### src/rtl/mbist_march_seq.sv
`default_nettype none
// ============================================================================
// Module   : mbist_march_seq
// Function : March C- sequencer steering the MBIST address generator, issuing
//            SRAM read/write ops and checking read data against background.
// Revision : 1.0 - initial release
// ============================================================================
module mbist_march_seq #(
    parameter int                      BIST_ADDR_WD  = 9,
    parameter int                      BIST_DATA_WD  = 32,
    parameter logic [BIST_DATA_WD-1:0] BIST_DATA_PAT = 32'h5555_5555,
    parameter int                      FAIL_CNT_WD   = 8
) (
    input  logic                    clk,
    input  logic                    rst,
    input  logic                    bist_start,
    input  logic                    last_addr,
    input  logic [BIST_ADDR_WD-1:0] bist_addr,
    input  logic [BIST_DATA_WD-1:0] mem_rdata,
    output logic                    run,
    output logic                    updown,
    output logic                    scan_load,
    output logic                    mem_cs,
    output logic                    mem_we,
    output logic [BIST_DATA_WD-1:0] mem_wdata,
    output logic                    bist_busy,
    output logic                    bist_done,
    output logic                    bist_fail,
    output logic [BIST_ADDR_WD-1:0] fail_addr,
    output logic [FAIL_CNT_WD-1:0]  fail_cnt
);

    typedef enum logic [2:0] {
        S_IDLE  = 3'd0,
        S_LOAD  = 3'd1,
        S_RUN   = 3'd2,
        S_TURN  = 3'd3,
        S_DRAIN = 3'd4,
        S_DONE  = 3'd5
    } state_t;

    localparam logic [2:0]             c_LAST_ELEM = 3'd5;
    localparam logic [2:0]             c_FIRST_DN  = 3'd3;
    localparam logic [FAIL_CNT_WD-1:0] c_CNT_MAX   = '1;

    state_t                  r_state_q,     w_state_d;
    logic [2:0]              r_elem_q,      w_elem_d;
    logic                    r_op_q,        w_op_d;
    logic                    r_cmp_vld_q,   w_cmp_vld_d;
    logic [BIST_DATA_WD-1:0] r_cmp_exp_q,   w_cmp_exp_d;
    logic [BIST_ADDR_WD-1:0] r_cmp_addr_q,  w_cmp_addr_d;
    logic                    r_fail_q,      w_fail_d;
    logic [BIST_ADDR_WD-1:0] r_fail_addr_q, w_fail_addr_d;
    logic [FAIL_CNT_WD-1:0]  r_fail_cnt_q,  w_fail_cnt_d;

    logic                    w_up;
    logic                    w_two_ops;
    logic                    w_last_op;
    logic                    w_is_wr;
    logic                    w_bkg;
    logic [BIST_DATA_WD-1:0] w_bkg_data;
    logic [2:0]              w_elem_inc;
    logic                    w_next_up;

    always_comb begin
        w_up       = (r_elem_q < c_FIRST_DN);
        w_two_ops  = (r_elem_q != 3'd0) && (r_elem_q != c_LAST_ELEM);
        w_last_op  = !w_two_ops || r_op_q;
        w_is_wr    = (r_elem_q == 3'd0) || r_op_q;
        // Writes in E0..E4 store background elem[0]; reads in E1..E5 expect its inverse
        w_bkg      = w_is_wr ? r_elem_q[0] : ~r_elem_q[0];
        w_bkg_data = w_bkg ? ~BIST_DATA_PAT : BIST_DATA_PAT;
        w_elem_inc = r_elem_q + 3'd1;
        w_next_up  = (w_elem_inc < c_FIRST_DN);
    end

    always_comb begin
        w_state_d     = r_state_q;
        w_elem_d      = r_elem_q;
        w_op_d        = r_op_q;
        w_cmp_vld_d   = 1'b0;
        w_cmp_exp_d   = r_cmp_exp_q;
        w_cmp_addr_d  = r_cmp_addr_q;
        w_fail_d      = r_fail_q;
        w_fail_addr_d = r_fail_addr_q;
        w_fail_cnt_d  = r_fail_cnt_q;
        run           = 1'b0;
        updown        = 1'b1;
        scan_load     = 1'b0;
        mem_cs        = 1'b0;
        mem_we        = 1'b0;
        mem_wdata     = '0;
        bist_busy     = 1'b0;
        bist_done     = 1'b0;

        if (r_cmp_vld_q && (mem_rdata != r_cmp_exp_q)) begin
            w_fail_d = 1'b1;
            if (r_fail_cnt_q != c_CNT_MAX) begin
                w_fail_cnt_d = r_fail_cnt_q + FAIL_CNT_WD'(1);
            end
            if (!r_fail_q) begin
                w_fail_addr_d = r_cmp_addr_q;
            end
        end

        case (r_state_q)
            S_IDLE, S_DONE: begin
                bist_done = (r_state_q == S_DONE);
                if (bist_start) begin
                    w_fail_d      = 1'b0;
                    w_fail_addr_d = '0;
                    w_fail_cnt_d  = '0;
                    w_state_d     = S_LOAD;
                end
            end
            S_LOAD: begin
                bist_busy = 1'b1;
                scan_load = 1'b1;
                w_elem_d  = 3'd0;
                w_op_d    = 1'b0;
                w_state_d = S_RUN;
            end
            S_RUN: begin
                bist_busy = 1'b1;
                mem_cs    = 1'b1;
                mem_we    = w_is_wr;
                mem_wdata = w_bkg_data;
                updown    = w_up;
                if (!w_is_wr) begin
                    w_cmp_vld_d  = 1'b1;
                    w_cmp_exp_d  = w_bkg_data;
                    w_cmp_addr_d = bist_addr;
                end
                if (w_last_op) begin
                    run    = 1'b1;
                    w_op_d = 1'b0;
                    if (last_addr) begin
                        if (r_elem_q == c_LAST_ELEM) begin
                            w_state_d = S_DRAIN;
                        end else begin
                            w_elem_d = w_elem_inc;
                            if (w_next_up != w_up) begin
                                w_state_d = S_TURN;
                            end
                        end
                    end
                end else begin
                    w_op_d = 1'b1;
                end
            end
            S_TURN: begin
                // Generator wraps start->end so the down pass begins at the top
                bist_busy = 1'b1;
                run       = 1'b1;
                updown    = w_up;
                w_state_d = S_RUN;
            end
            S_DRAIN: begin
                bist_busy = 1'b1;
                w_state_d = S_DONE;
            end
            default: begin
                w_state_d = S_IDLE;
            end
        endcase
    end

    always_ff @(posedge clk or posedge rst) begin
        if (rst) begin
            r_state_q     <= S_IDLE;
            r_elem_q      <= 3'd0;
            r_op_q        <= 1'b0;
            r_cmp_vld_q   <= 1'b0;
            r_cmp_exp_q   <= '0;
            r_cmp_addr_q  <= '0;
            r_fail_q      <= 1'b0;
            r_fail_addr_q <= '0;
            r_fail_cnt_q  <= '0;
        end else begin
            r_state_q     <= w_state_d;
            r_elem_q      <= w_elem_d;
            r_op_q        <= w_op_d;
            r_cmp_vld_q   <= w_cmp_vld_d;
            r_cmp_exp_q   <= w_cmp_exp_d;
            r_cmp_addr_q  <= w_cmp_addr_d;
            r_fail_q      <= w_fail_d;
            r_fail_addr_q <= w_fail_addr_d;
            r_fail_cnt_q  <= w_fail_cnt_d;
        end
    end

    assign bist_fail = r_fail_q;
    assign fail_addr = r_fail_addr_q;
    assign fail_cnt  = r_fail_cnt_q;

endmodule
`default_nettype wire

### config.mk
export PLATFORM = sky130hd
export DESIGN_NAME = mbist_march_seq
export DESIGN_NICKNAME = d
export VERILOG_FILES = /design/src/rtl/mbist_march_seq.sv
export SDC_FILE = /design/constraint.sdc
export NUM_CORES = 1
export LEC_CHECK = 0
export ABC_AREA = 1
export ABC_CLOCK_PERIOD_IN_PS = 2350
export CELL_PAD_IN_SITES_DETAIL_PLACEMENT = 0
export CELL_PAD_IN_SITES_GLOBAL_PLACEMENT = 1
export CORE_MARGIN = 2
export CORE_UTILIZATION = 30
export CTS_BUF_LIST = sky130_fd_sc_hd__clkbuf_4 sky130_fd_sc_hd__clkbuf_8
export CTS_CLUSTER_SIZE = 12
export DETAILED_ROUTE_END_ITERATION = 10
export GPL_TIMING_DRIVEN = 0
export PLACE_DENSITY = 0.94
export SYNTH_ARGS = -nofsm -noshare
export SYNTH_HDL_FRONTEND = slang
export SYNTH_SLANG_ARGS = --single-unit
### constraint.sdc
create_clock -name clk -period 2.35 [get_ports clk]
set_input_delay 0.3525 -clock clk [delete_from_list [all_inputs] [get_ports clk]]
set_output_delay 0.3525 -clock clk [all_outputs]
set_load 0.02 [all_outputs]
==> impl_metrics.ini, run 1 <==
[run_status]
status = complete, no violations

[power]
ir_drop_uv = 556
clockPowerShare_pct = 10.8
comb_power_share_pct = 65.5
p_switching_w = 0.00197
power_density_mw_per_mm2 = 1180
p_seq_share_pct = 23.8
p_leak_nw = 1.92
switching_share_pct = 45.7
p_int_w = 0.00234

[final_layout]
final_cell_count_no_fill = 568
layout-drive-gt1-share_pct = 22.7
finalCoreUtilization_pct = 45.0
syn2layout_area_growth_pct = 48.0
fin_area_sq_mm = 0.00364
nNetsFinal = 511
final_common_cell = nand2_1
antenna_cells = 0
layout_common_cells = nand2_1 (102), nor2_1 (67), clkdlybuf4s50_1 (66), dfrtp_1 (36), buf_4 (34)
nFillCells = 856

[clock_tree]
cts-root-buf = clkbuf_8
cts_tree = built
cts_max_path_buffers = 2
numCtsBuffers = 5
hold_buffers = 0
clock_sinks = 37
htreeDepth = 2
clock_latency_ps = 290
clk_pin_slew_ps = 80

[sta]
finalSetupTns_ps = 0
maxSlewHeadroom_pct = 47.3
timing.final.crit_share_pct = 94.3
finalClockSkew_ps = 6.98
fin_crit_ps = 2220
finalSetupViolations = 0
hold_viol = 0
timing.hold.ws_ps = 484
finalMaxSlewViolations = 0
rsz0062_at_grt = false
max_freq_mhz = 451
worstMarginPinSlew_ps = 789

[logic_synthesis]
synth_cell_types = 30
synth-edff-count = 0
async_flop_share_pct = 100
yosys_warnings = 0
synth_top_cell_by_area = dfrtp_1
synth_area_leaders = dfrtp_1 (38%), nand2_1 (16%), nor2_1 (11%), buf_4 (9.5%), inv_1 (4.9%)
synth_flop_cell = dfrtp_1
seq_area_frac_synth_pct = 37.7
syn_avg_cell_area_sq_um = 7.04
synthesis.nets = 398
syn_inst = 349
synth_seq_cells = 37
synthesis.area_sq_mm = 0.00246
synth_top_area_share_pct = 37.7

[placed_design]
port_buffers = 101
place_inst = 555
placement.cell_area_sq_mm = 0.00361
gp_congestion = 0.818
hpwlAfterDp_mm = 4.63

[global_route]
grt_pass1_wl_mm = 10.5
antenna_found_initial = 0
grt_use_total_pct = 14.7
grt_max_degree = 38
grt_overflow = 0
grt_pass1_vias = 2415

[worst_setup_path]
slowest_stage = dfrtp_2
start_kind = flip-flop
cpPeakStageDelay_ps = 370
worstPathCellList = inv_2 -> ha_2 -> a21oi_4 -> xor2_2 -> inv_1 -> nor2_4 -> buf_12 -> clkdlybuf4s15_1
cp-end-kind = output pin
worst-path-max-fanout = 16
path_class = flip-flop to output pin
crit_required_ps = 2000
crit_arrival_ps = 1860

[drt]
drtIter0Drc = 84
wl_mm = 6.29
dr.pass1.iters = 4
route.vias.total = 2441
via_per_inst = 4.30
drcViolationCount = 0
detail_route.wl_per_cell_microns = 11.1
antenna_left = 0

[floorplan]
rows = 33
die_w_microns = 94.5
dieArea_sq_mm = 0.00894
num_io_pins = 102
die_h_microns = 94.5
design.core.area_sq_mm = 0.00809
initial_core_util_pct = 30.4

[min_path]
hold_class = flip-flop to flip-flop

[flow_run]
max_cap_viol_count = 0
## power by group through the flow
| stage | registers (W) | logic, W | clock network (W) |
|---|---|---|---|
| global placement | 0.00104 | 0.00283 | 0 |
| finish | 0.00102 | 0.00282 | 0.000465 |
| detailed placement | 0.00105 | 0.00287 | 0 |
| global route | 0.00105 | 0.00310 | 0.000503 |
| CTS | 0.00103 | 0.00299 | 0.000478 |
| floorplan | 0.00110 | 0.00172 | 0 |
## flip-flops by register name, indices dropped and copies added (netlist names)
signal and flops:
r_state_q 3, r_cmp_addr_q 9, fail_cnt 8, r_cmp_exp_q 2
r_op_q 1, r_elem_q 3, r_cmp_vld_q 1, fail_addr 9
bist_fail 1
## logic make-up after synthesis
family	synth area share [%]
XOR/XNOR	2.49
AND/OR/NAND/NOR	34.9
buffers and inverters	17.0
flip-flops	37.7
adder cells (fa/ha/maj)	2.04
AO/OA/AOI/OAI	5.90
## Yosys cell counts (2+ instances only)
cell / instances
nand3_1: 7
buf_6: 2
nand2_1: 102
nand2_2: 2
buf_4: 31
ha_1: 4
buf_2: 2
inv_1: 32
o22ai_1: 2
dfrtp_1: 37
o21ai_2: 2
nor3_1: 4
nand3b_1: 8
inv_2: 4
nor2_2: 4
a21oi_1: 5
nor2_1: 69
o21ai_0: 14
xor2_1: 6
nand4_1: 2
## through the flow
stage,setup WS (ps),total power (W)
6_report,133,0.00431
5_1_grt,31.3,0.00466
4_1_cts,0.121,0.00450
3_5_place_dp,-652,0.00392
3_3_place_gp,-584,0.00387
2_1_floorplan,54.8,0.00282
## critical path, delay by kind of cell, from the launching register on
kind            cells  cell delay (ps)
flops               1              370
simple gates        1              120
buf+inv             4              580
xor+xnor            1              160
fa+ha+maj           1              190
compound gates      1              150
## layer usage
| metal | global-route usage, % | part of all wire, % | up-vias |
|---|---|---|---|
| met3 | 4.31 | 6.2 | 7 |
| met2 | 27.3 | 49 | 58 |
| met5 | 0 | 0 | - |
| li1 | - | - | 1271 |
| met1 | 16.6 | 44 | 1105 |
| met4 | 3.38 | 0.81 | 0 |
## final timing paths
path | end | start | slack, ps | depth (start not counted)
min in group asynchronous | r_state_q[2] | rst | 520 | 2
setup / recovery | mem_wdata[1] | r_elem_q[0] | 130 | 8
max in group asynchronous | r_elem_q[0] | rst | 1290 | 2
setup reg to reg | r_state_q[0] | r_elem_q[0] | 620 | 8
hold / removal | r_cmp_addr_q[3] | r_cmp_addr_q[3] | 480 | 2
hold reg to reg | r_cmp_addr_q[3] | r_cmp_addr_q[3] | 480 | 2
## timing repair
| item | in CTS | in global routing |
|---|---|---|
| setup endpoints to repair | 34 | 28 |
| setup buffers | 5 | 0 |
| gates resized for setup | 106 | 29 |
| gates cloned | 0 | 0 |
| pin swaps | 4 | 1 |
## layout make-up
cell class                 count  area (sq um)  area share (%)
clock buffer                   5          68.8            1.89
timing repair buffer         106           926            25.4
tap                          105           131            3.61
sequential                    37           927            25.5
inverter                      36           135            3.71
clock inverter                 3          21.3           0.584
buffer                        37           284            7.80
multi-input combinational    239          1150            31.5
Note: power is estimated with default switching activity, not from simulation.
==> run 2, diff against run 1 <==
- ABC_CLOCK_PERIOD_IN_PS: 2350 -> default
==> results of run 2 <==
Final layout, timing and power as in run 1 (identical DEF).
==> run 3, diff against run 2 <==
- ABC_CLOCK_PERIOD_IN_PS: default -> 2350
- SETUP_SLACK_MARGIN: default -> 0.05
==> run 3 against run 2 <==
Against the previous run:
- clock-buffer cell count is the same
- cell count grew 0.18%
- combinational power grew 5%
- power grew 3.2%
- register-to-register slack lost 20 ps
- sequential power is essentially flat
- sequential cell count is the same
- sequential share of layout area shrank 0.69 points
- critical endpoint is now mem_wdata[15]
==> impl_metrics.ini, run 3 (same netlist as run 1, synthesis figures left out) <==
[sta]
hold_viol = 0
finalClockSkew_ps = 7.33
timing.final.crit_share_pct = 94.0
setup_slack_ps = 141
fin_crit_ps = 2210
rsz0062_at_grt = true
timing.hold.ws_ps = 483
maxSlewHeadroom_pct = 47.4
max_freq_mhz = 453
finalMaxSlewViolations = 0
finalSetupViolations = 0
worstMarginPinSlew_ps = 787

[worst_setup_path]
reg2reg_to = r_state_q[0]
start_kind = flip-flop
worst-path-max-fanout = 16
crit_buf_inv = 5
slowest_stage = dfrtp_1
cpMostUsedCell = inv_2
worstPathCellList = inv_2 -> ha_4 -> a21oi_4 -> xor2_2 -> inv_2 -> nor2_4 -> buf_12 -> buf_4 -> buf_6
r2r_slack_ps = 600
r2r_start = r_elem_q[0]
crit_path_start = r_elem_q[1]
cp_top_family = buffers and inverters
path_class = flip-flop to output pin
crit_required_ps = 2000
cpPeakStageDelay_ps = 370
crit_arrival_ps = 1860
r2r_cells = 8
cp-end-kind = output pin

[min_path]
holdPathStages = 2
hold_start = r_cmp_addr_q[3]
hold_class = flip-flop to flip-flop
whs_endpoint = r_cmp_addr_q[3]

[floorplan]
die_h_microns = 94.5
die_w_microns = 94.5
rows = 33
dieArea_sq_mm = 0.00894
design.core.area_sq_mm = 0.00809
num_io_pins = 102
initial_core_util_pct = 30.4

[clock_tree]
cts_tree = built
clk_pin_slew_ps = 80
htreeDepth = 2
clock_sinks = 37
clock_latency_ps = 290
cts-root-buf = clkbuf_8
cts_max_path_buffers = 2
numCtsBuffers = 5

[final_layout]
antenna_cells = 0
syn2layout_area_growth_pct = 52.2
fin_area_sq_mm = 0.00374
layout-drive-gt1-share_pct = 23.1
final_cell_count_no_fill = 569
nFillCells = 835
layout_common_cells = nand2_1 (102), nor2_1 (67), clkdlybuf4s50_1 (66), buf_4 (36), dfrtp_1 (36)
final_common_cell = nand2_1
nNetsFinal = 512

[placed_design]
gp_congestion = 0.818
placement.cell_area_sq_mm = 0.00361
port_buffers = 101
place_inst = 555
post-place-ws_ps = -652
hpwlAfterDp_mm = 4.63

[drt]
antenna_left = 0
drcViolationCount = 0
wl_mm = 6.24
dr.pass1.iters = 4
route.vias.total = 2427
via_per_inst = 4.27
detail_route.wl_per_cell_microns = 11.0
drtIter0Drc = 79

[global_route]
grt_overflow = 0
grt_pass1_vias = 2399
antenna_found_initial = 0
grt_use_total_pct = 14.5
grt_pass1_wl_mm = 10.4
grt_max_degree = 38

[power]
p_leak_nw = 1.91
power_density_mw_per_mm2 = 1190
ir_drop_uv = 646

[run_status]
status = complete, no violations

[flow_run]
max_cap_viol_count = 0
-- run 3: cell count changes in the layout (fill, tap and decap cells not counted), moves of 2 or more --
cell,before,now
buf_4,34,36
buf_2,31,2
buf_6,2,16
clkbuf_2,2,16
dlymetal6s2s_1,3,1
dlygate4sd2_1,0,3
-- run 3: layer usage --
metal  up-vias  track usage [%]  wire (microns)
met5         -                0               0
met3         6             4.15             374
met1      1095             16.7            2740
met4         0             2.66              36
li1       1272                -               -
met2        54             27.0            3090
-- run 3: area by class of cell --
cell class	count	area, sq um	area share (%)
Sequential cell	37	927	24.8
Clock buffer	5	68.8	1.84
Tap cell	105	131	3.51
Timing Repair Buffer	107	1010	27.1
Inverter	36	138	3.68
Multi-Input combinational cell	239	1160	30.9
Buffer	37	284	7.59
Clock inverter	3	21.3	0.569
-- run 3: repair_timing --
action,4_1_cts,5_1_grt
pin swaps,4,2
hold buffers,0,0
endpoints found under the setup margin,35,33
cloned,0,0
gates resized for setup,112,40
setup buffers,4,2
-- run 3: worst max path at each step --
stage | to | slack [ps] | cells after the start
CTS | bist_busy | 40 | 6
finish | mem_wdata[15] | 140 | 9
floorplan | mem_wdata[11] | 50 | 7
global route | mem_wdata[15] | 40 | 9
detailed placement | mem_wdata[23] | -650 | 8
global placement | mem_wdata[17] | -580 | 8
-- run 3: through the flow --
step	utilization (%)	setup TNS (ps)	power, W
5_1_grt	46.2	0	0.00480
4_1_cts	46.0	0	0.00442
3_5_place_dp	44.6	-17740	0.00392
2_1_floorplan	-	0	0.00282
3_3_place_gp	44.6	-15550	0.00387
6_report	46.2	0	0.00445
-- run 3: report_power, final --
group,internal [W],total [W],leakage (nW),switching (W)
combinational,0.00136,0.00296,1.38,0.00159
clock,0.000211,0.000462,0.0445,0.000252
sequential,0.000865,0.00103,0.481,0.000162
total,0.00244,0.00445,1.91,0.00201
-- run 3: worst reg2reg max path: stages (launching register included) --
cell and delay, ps:
dfrtp_2 430, buf_4 170, ha_1 210, xnor2_1 180, o21ai_0 140, xor2_1 170
o21ai_2 200, nand2_1 90, o21ai_0 90
